$ cat src/rtl/game_sequencer.sv
// Frame-synchronous game controller: IDLE/PLAY/OVER state machine, obstacle scrolling,
// LFSR-driven gap height, collision latch and saturating score.
module game_sequencer #(
  parameter int unsigned H_ACTIVE   = 1920,
  parameter int unsigned V_ACTIVE   = 1080,
  parameter int unsigned H_START    = 1720,
  parameter int unsigned V_GAP_INIT = 400,
  parameter int unsigned GAP_MIN    = 100,
  parameter int unsigned SPEED      = 4,
  parameter logic [7:0]  LFSR_SEED  = 8'hA5
) (
  input  logic        clk_148_mhz,
  input  logic        rst_n,
  input  logic [11:0] h_count,
  input  logic [10:0] v_count,
  input  logic        display_on,
  input  logic        btn_start,
  input  logic        player_px,
  input  logic        obstacle_px,
  output logic [11:0] h_obstacle,
  output logic [10:0] v_gap,
  output logic [1:0]  game_state,
  output logic [7:0]  score,
  output logic        frame_tick
);

  // Obstacle must start on screen, and the tallest gap (GAP_MIN + 510 + 400) must fit.
  if (H_START >= H_ACTIVE || LFSR_SEED == 8'h00 || GAP_MIN + 910 > V_ACTIVE) begin : g_bad_param
    $error("game_sequencer: illegal parameter combination");
  end

  localparam logic [11:0] HStart   = 12'(H_START);
  localparam logic [11:0] SpeedW   = 12'(SPEED);
  localparam logic [10:0] VGapInit = 11'(V_GAP_INIT);
  localparam logic [10:0] GapMin   = 11'(GAP_MIN);
  localparam logic [10:0] VActive  = 11'(V_ACTIVE);

  typedef enum logic [1:0] {
    StIdle = 2'b00,
    StPlay = 2'b01,
    StOver = 2'b10,
    StBad  = 2'b11
  } state_e;

  state_e      state_q, state_d;
  logic [11:0] h_obs_q, h_obs_d;
  logic [10:0] v_gap_q, v_gap_d;
  logic [7:0]  score_q, score_d;
  logic        hit_q, hit_d;
  logic [7:0]  lfsr_q;
  logic        btn_meta_q, btn_sync_q, btn_prev_q;
  logic        frame_tick_q;
  logic        start_pulse;
  logic        lfsr_fb;

  assign start_pulse = btn_sync_q & ~btn_prev_q;
  assign lfsr_fb     = lfsr_q[7] ^ lfsr_q[5] ^ lfsr_q[4] ^ lfsr_q[3];

  always_ff @(posedge clk_148_mhz or negedge rst_n) begin
    if (!rst_n) begin
      state_q      <= StIdle;
      h_obs_q      <= HStart;
      v_gap_q      <= VGapInit;
      score_q      <= 8'd0;
      hit_q        <= 1'b0;
      lfsr_q       <= LFSR_SEED;
      btn_meta_q   <= 1'b0;
      btn_sync_q   <= 1'b0;
      btn_prev_q   <= 1'b0;
      frame_tick_q <= 1'b0;
    end else begin
      state_q      <= state_d;
      h_obs_q      <= h_obs_d;
      v_gap_q      <= v_gap_d;
      score_q      <= score_d;
      hit_q        <= hit_d;
      lfsr_q       <= {lfsr_q[6:0], lfsr_fb};
      btn_meta_q   <= btn_start;
      btn_sync_q   <= btn_meta_q;
      btn_prev_q   <= btn_sync_q;
      frame_tick_q <= (h_count == 12'd0) && (v_count == VActive);
    end
  end

  always_comb begin
    state_d = state_q;
    h_obs_d = h_obs_q;
    v_gap_d = v_gap_q;
    score_d = score_q;
    hit_d   = hit_q;

    // Clear has priority; the tick lands in blanking so it never races a real hit.
    if (frame_tick_q) begin
      hit_d = 1'b0;
    end else if (state_q == StPlay && display_on && player_px && obstacle_px) begin
      hit_d = 1'b1;
    end

    case (state_q)
      StIdle: begin
        h_obs_d = HStart;
        v_gap_d = VGapInit;
        score_d = 8'd0;
        if (start_pulse) begin
          state_d = StPlay;
        end
      end
      StPlay: begin
        if (frame_tick_q) begin
          if (hit_q) begin
            state_d = StOver;
          end else if (h_obs_q >= SpeedW) begin
            h_obs_d = h_obs_q - SpeedW;
          end else begin
            h_obs_d = HStart;
            v_gap_d = GapMin + {2'b00, lfsr_q, 1'b0};
            if (score_q != 8'hFF) begin
              score_d = score_q + 8'd1;
            end
          end
        end
      end
      StOver: begin
        if (start_pulse) begin
          state_d = StIdle;
          h_obs_d = HStart;
          v_gap_d = VGapInit;
          score_d = 8'd0;
          hit_d   = 1'b0;
        end
      end
      default: begin
        state_d = StIdle;
        h_obs_d = HStart;
        v_gap_d = VGapInit;
        score_d = 8'd0;
        hit_d   = 1'b0;
      end
    endcase
  end

  assign h_obstacle = h_obs_q;
  assign v_gap      = v_gap_q;
  assign game_state = state_q;
  assign score      = score_q;
  assign frame_tick = frame_tick_q;

endmodule

$ cat config.mk
export PLATFORM = sky130hd
export DESIGN_NAME = game_sequencer
export DESIGN_NICKNAME = d
export VERILOG_FILES = /design/src/rtl/game_sequencer.sv
export SDC_FILE = /design/constraint.sdc
export NUM_CORES = 1
export LEC_CHECK = 0
export CAP_MARGIN = 10
export CORE_UTILIZATION = 25
export CTS_CLUSTER_DIAMETER = 120
export DETAILED_ROUTE_END_ITERATION = 7
export PLACE_DENSITY = 0.46
export SYNTH_ARGS = -nofsm -noshare
export SYNTH_HDL_FRONTEND = slang
export SYNTH_SLANG_ARGS = --single-unit
export TNS_END_PERCENT = 5
$ cat constraint.sdc
create_clock -name clk_148_mhz -period 3.45 [get_ports clk_148_mhz]
set_input_delay 0.69 -clock clk_148_mhz [delete_from_list [all_inputs] [get_ports clk_148_mhz]]
set_output_delay 0.69 -clock clk_148_mhz [all_outputs]
set_load 0.02 [all_outputs]
==> impl_metrics.yaml <==
clock_network:
  root_buffer: "clkbuf_8"
  clkTransAtPathRegs_ns: 0.07
  clock_latency_ns: 0.30
  cts_made_buffers: 5
  cts_tree: "built"
  ctsResizeCount: 0
  cts_hold_buf: 0
  cts.sinks: 42
  cts_setup_buffers: 0
  htreeDepth: 2
  cts_buffer_depth: 2
die:
  die_w_um: 94.9
  die_area_sq_um: 9000
  std_cell_rows: 33
  io_pins: 63
  die_h_um: 94.9
  start_util_pct: 26.0
  core_area_sq_um: 8300
logic_synthesis:
  synth-seq-cells: 42
  ys_warn_count: 0
  synth_area_leaders: "dfrtp_1 (34%), dfstp_2 (16%), o21ai_0 (4.9%)"
  synth_edf_count: 0
  netlist_area_sq_um: 2160
  synth_top_area_cell: "dfrtp_1"
  avgSynthCellArea_sq_um: 10.3
  syn_inst: 209
  synth_most_common_cell: "dfrtp_1"
  ys_types: 56
  synth_commonest_cells: "dfrtp_1 (29), o21ai_0 (21), nand2_1 (14)"
  yosysSeqAreaShare_pct: 49.5
  async_flop_share_pct: 100
  synth_flop_cell: "dfrtp_1"
  synth.top_cell.area_share_pct: 33.7
outcome:
  status: "finished, final reports clean"
critical_path:
  r2r-start: "game_state[1]"
  cp.buffers_inverters: 0
  cp_cell_sequence: "nand2b_1, a31oi_1, nand2b_4, o31ai_1"
  cpPeakStageDelay_ns: 0.95
  worstPathRequired_ns: 3.60
  rr_endpoint: "v_gap[6]"
  critPathKind: "reg2reg"
  cp.arrival_ns: 2.61
  crit_family: "compound AO/OA/AOI/OAI gates"
  setup.worst_path.end_class: "register"
  reg2reg_depth: 4
  ff2ff_setup_slack_ns: 0.99
  crit_fanout: 15
  start_kind: "register"
  crit_path_top_delay_cell: "a31oi_1"
sta:
  fin_setup_tns_ns: 0
  setup_violations: 0
  fmax_mhz: 406
  slew_viol_final: 0
  rsz0062_at_grt: "false"
  tightest_slew_ns: 1.12
  hold_viol: 0
  relSlewSlack_pct: 25.0
  holdWs_ns: 0.354
  fin_crit_sh_pct: 71.4
  period_needed_ns: 2.46
  fin_worst_skew_ns: 0.0133
detailed_routing:
  wl_um: 5340
  drtAntennaViolNets: 0
  drc: 0
  routedWlPerCell_um: 14.4
  drt_iter0_drc: 85
  via_per_inst: 4.80
  vias: 1782
  first_pass_iters: 4
power_and_ir_drop:
  p_sw_share_pct: 27.1
  power_leakage_uw: 0.00109
  power_frac_comb_pct: 18.7
  internal-power_uw: 777
  pwr-share-clk_pct: 29.1
  seq_power_share_pct: 52.2
  p_switching_uw: 289
  ir_drop_v: 0.000115
  cellPowerDensity_nw_per_um2: 369
layout:
  antenna_cells: 0
  synthToLayoutAreaGrowth_pct: 33.8
  fin_nets: 298
  drive_gt1_share_pct: 10.9
global_route:
  grt_pass1_wl_um: 8380
  grt.overflow.total: 0
  gr-usage-all-layers_pct: 12.2
  grt_pass1_vias: 1657
  antenna_found_initial: 0
  grt_max_degree: 43
placed_design:
  dpl.hpwl_um: 3760
  port_buffers: 58
  gp_congestion: 0.742
hold_path:
  hold_start: "btn_meta_q"
  hold_end: "btn_sync_q"
  worstHoldPathType: "reg2reg"
  whs_path_depth: 0
run:
  cap_violations: 0
cells in the final DEF, fill, tap and decap left out, types with 7 or more instances in the layout:
cell,instances
clkdlybuf4s50_1,57
nand3_1,11
nand2_1,14
o21ai_0,21
a31oi_1,7
nor2_1,12
dfstp_2,13
o31ai_1,7
dfrtp_1,29
power by group through the flow:
stage                     logic (uW)  registers [uW]  clock network (uW)
final                            200             556                 310
after global routing             221             563                 338
after CTS                        203             558                 325
after detailed placement         202             567                   0
after global placement           200             566                   0
after floorplan                 63.6             595                   0
flip-flops by register name (all words and copies together), names as in the netlist:
signal      count
btn_prev_q      1
btn_sync_q      1
score           8
lfsr_q          8
game_state      2
frame_tick      1
h_obstacle     10
btn_meta_q      1
hit_q           1
v_gap           9
final cells by class:
cell class              instances  area, sq um
fillers                       863         5420
flip-flops and latches         42         1070
multi-input cells             151         1000
repair buffers                 59          583
well taps                     105          131
clock buffers                   8         80.1
inverters                       6         22.5
routing by layer:
layer / GRT usage, % / part of all wire, % / vias up
met2: 18.9 / 47 / 33
met5: 0 / 0 / -
met4: 3.79 / 1.3 / 0
li1: - / - / 878
met3: 2.90 / 3.3 / 9
met1: 16.8 / 48 / 862
cells by family (layout without fill, tap and decap cells):
kind of cell / after synthesis / in the layout / synth area share, %
other cells: 1 / 4 / 0.174
mux: 2 / 2 / 0.987
xor+xnor: 8 / 8 / 3.25
buf+inv: 19 / 73 / 4.64
flops: 42 / 42 / 49.5
fa+ha+maj: 4 / 4 / 2.32
simple gates: 75 / 75 / 21.1
compound gates: 58 / 58 / 18.1
worst register-to-register path, cell delays in order (launching register included):
cell and delay, ns:
dfrtp_1 0.44, nand2b_1 0.44, a31oi_1 0.96, nand2b_4 0.40, o31ai_1 0.09
how the worst max path moves through the flow:
stage | to | startpoint | cells past startpoint | slack [ns]
after CTS | v_gap[5] | game_state[1] | 4 | 0.92
after floorplan | score[0] | h_obstacle[3] | 6 | 1.40
final | v_gap[6] | game_state[1] | 4 | 0.99
after global routing | v_gap[6] | game_state[1] | 4 | 0.73
after detailed placement | v_gap[3] | game_state[1] | 4 | 0.92
after global placement | v_gap[1] | game_state[1] | 4 | 1.04
stage by stage:
step / worst slack, ns / instances / cell area [sq um] / power, uW / util [%]
finish: 0.986 / 371 / 2880 / 1070 / 34.8
global route: 0.726 / 371 / 2880 / 1120 / 34.8
global placement: 1.04 / 363 / 2800 / 766 / 33.8
CTS: 0.923 / 371 / 2880 / 1080 / 34.8
floorplan: 1.40 / 212 / 2170 / 659 / -
detailed placement: 0.921 / 363 / 2800 / 769 / 33.8
Note: power is estimated with default switching activity, not from simulation.
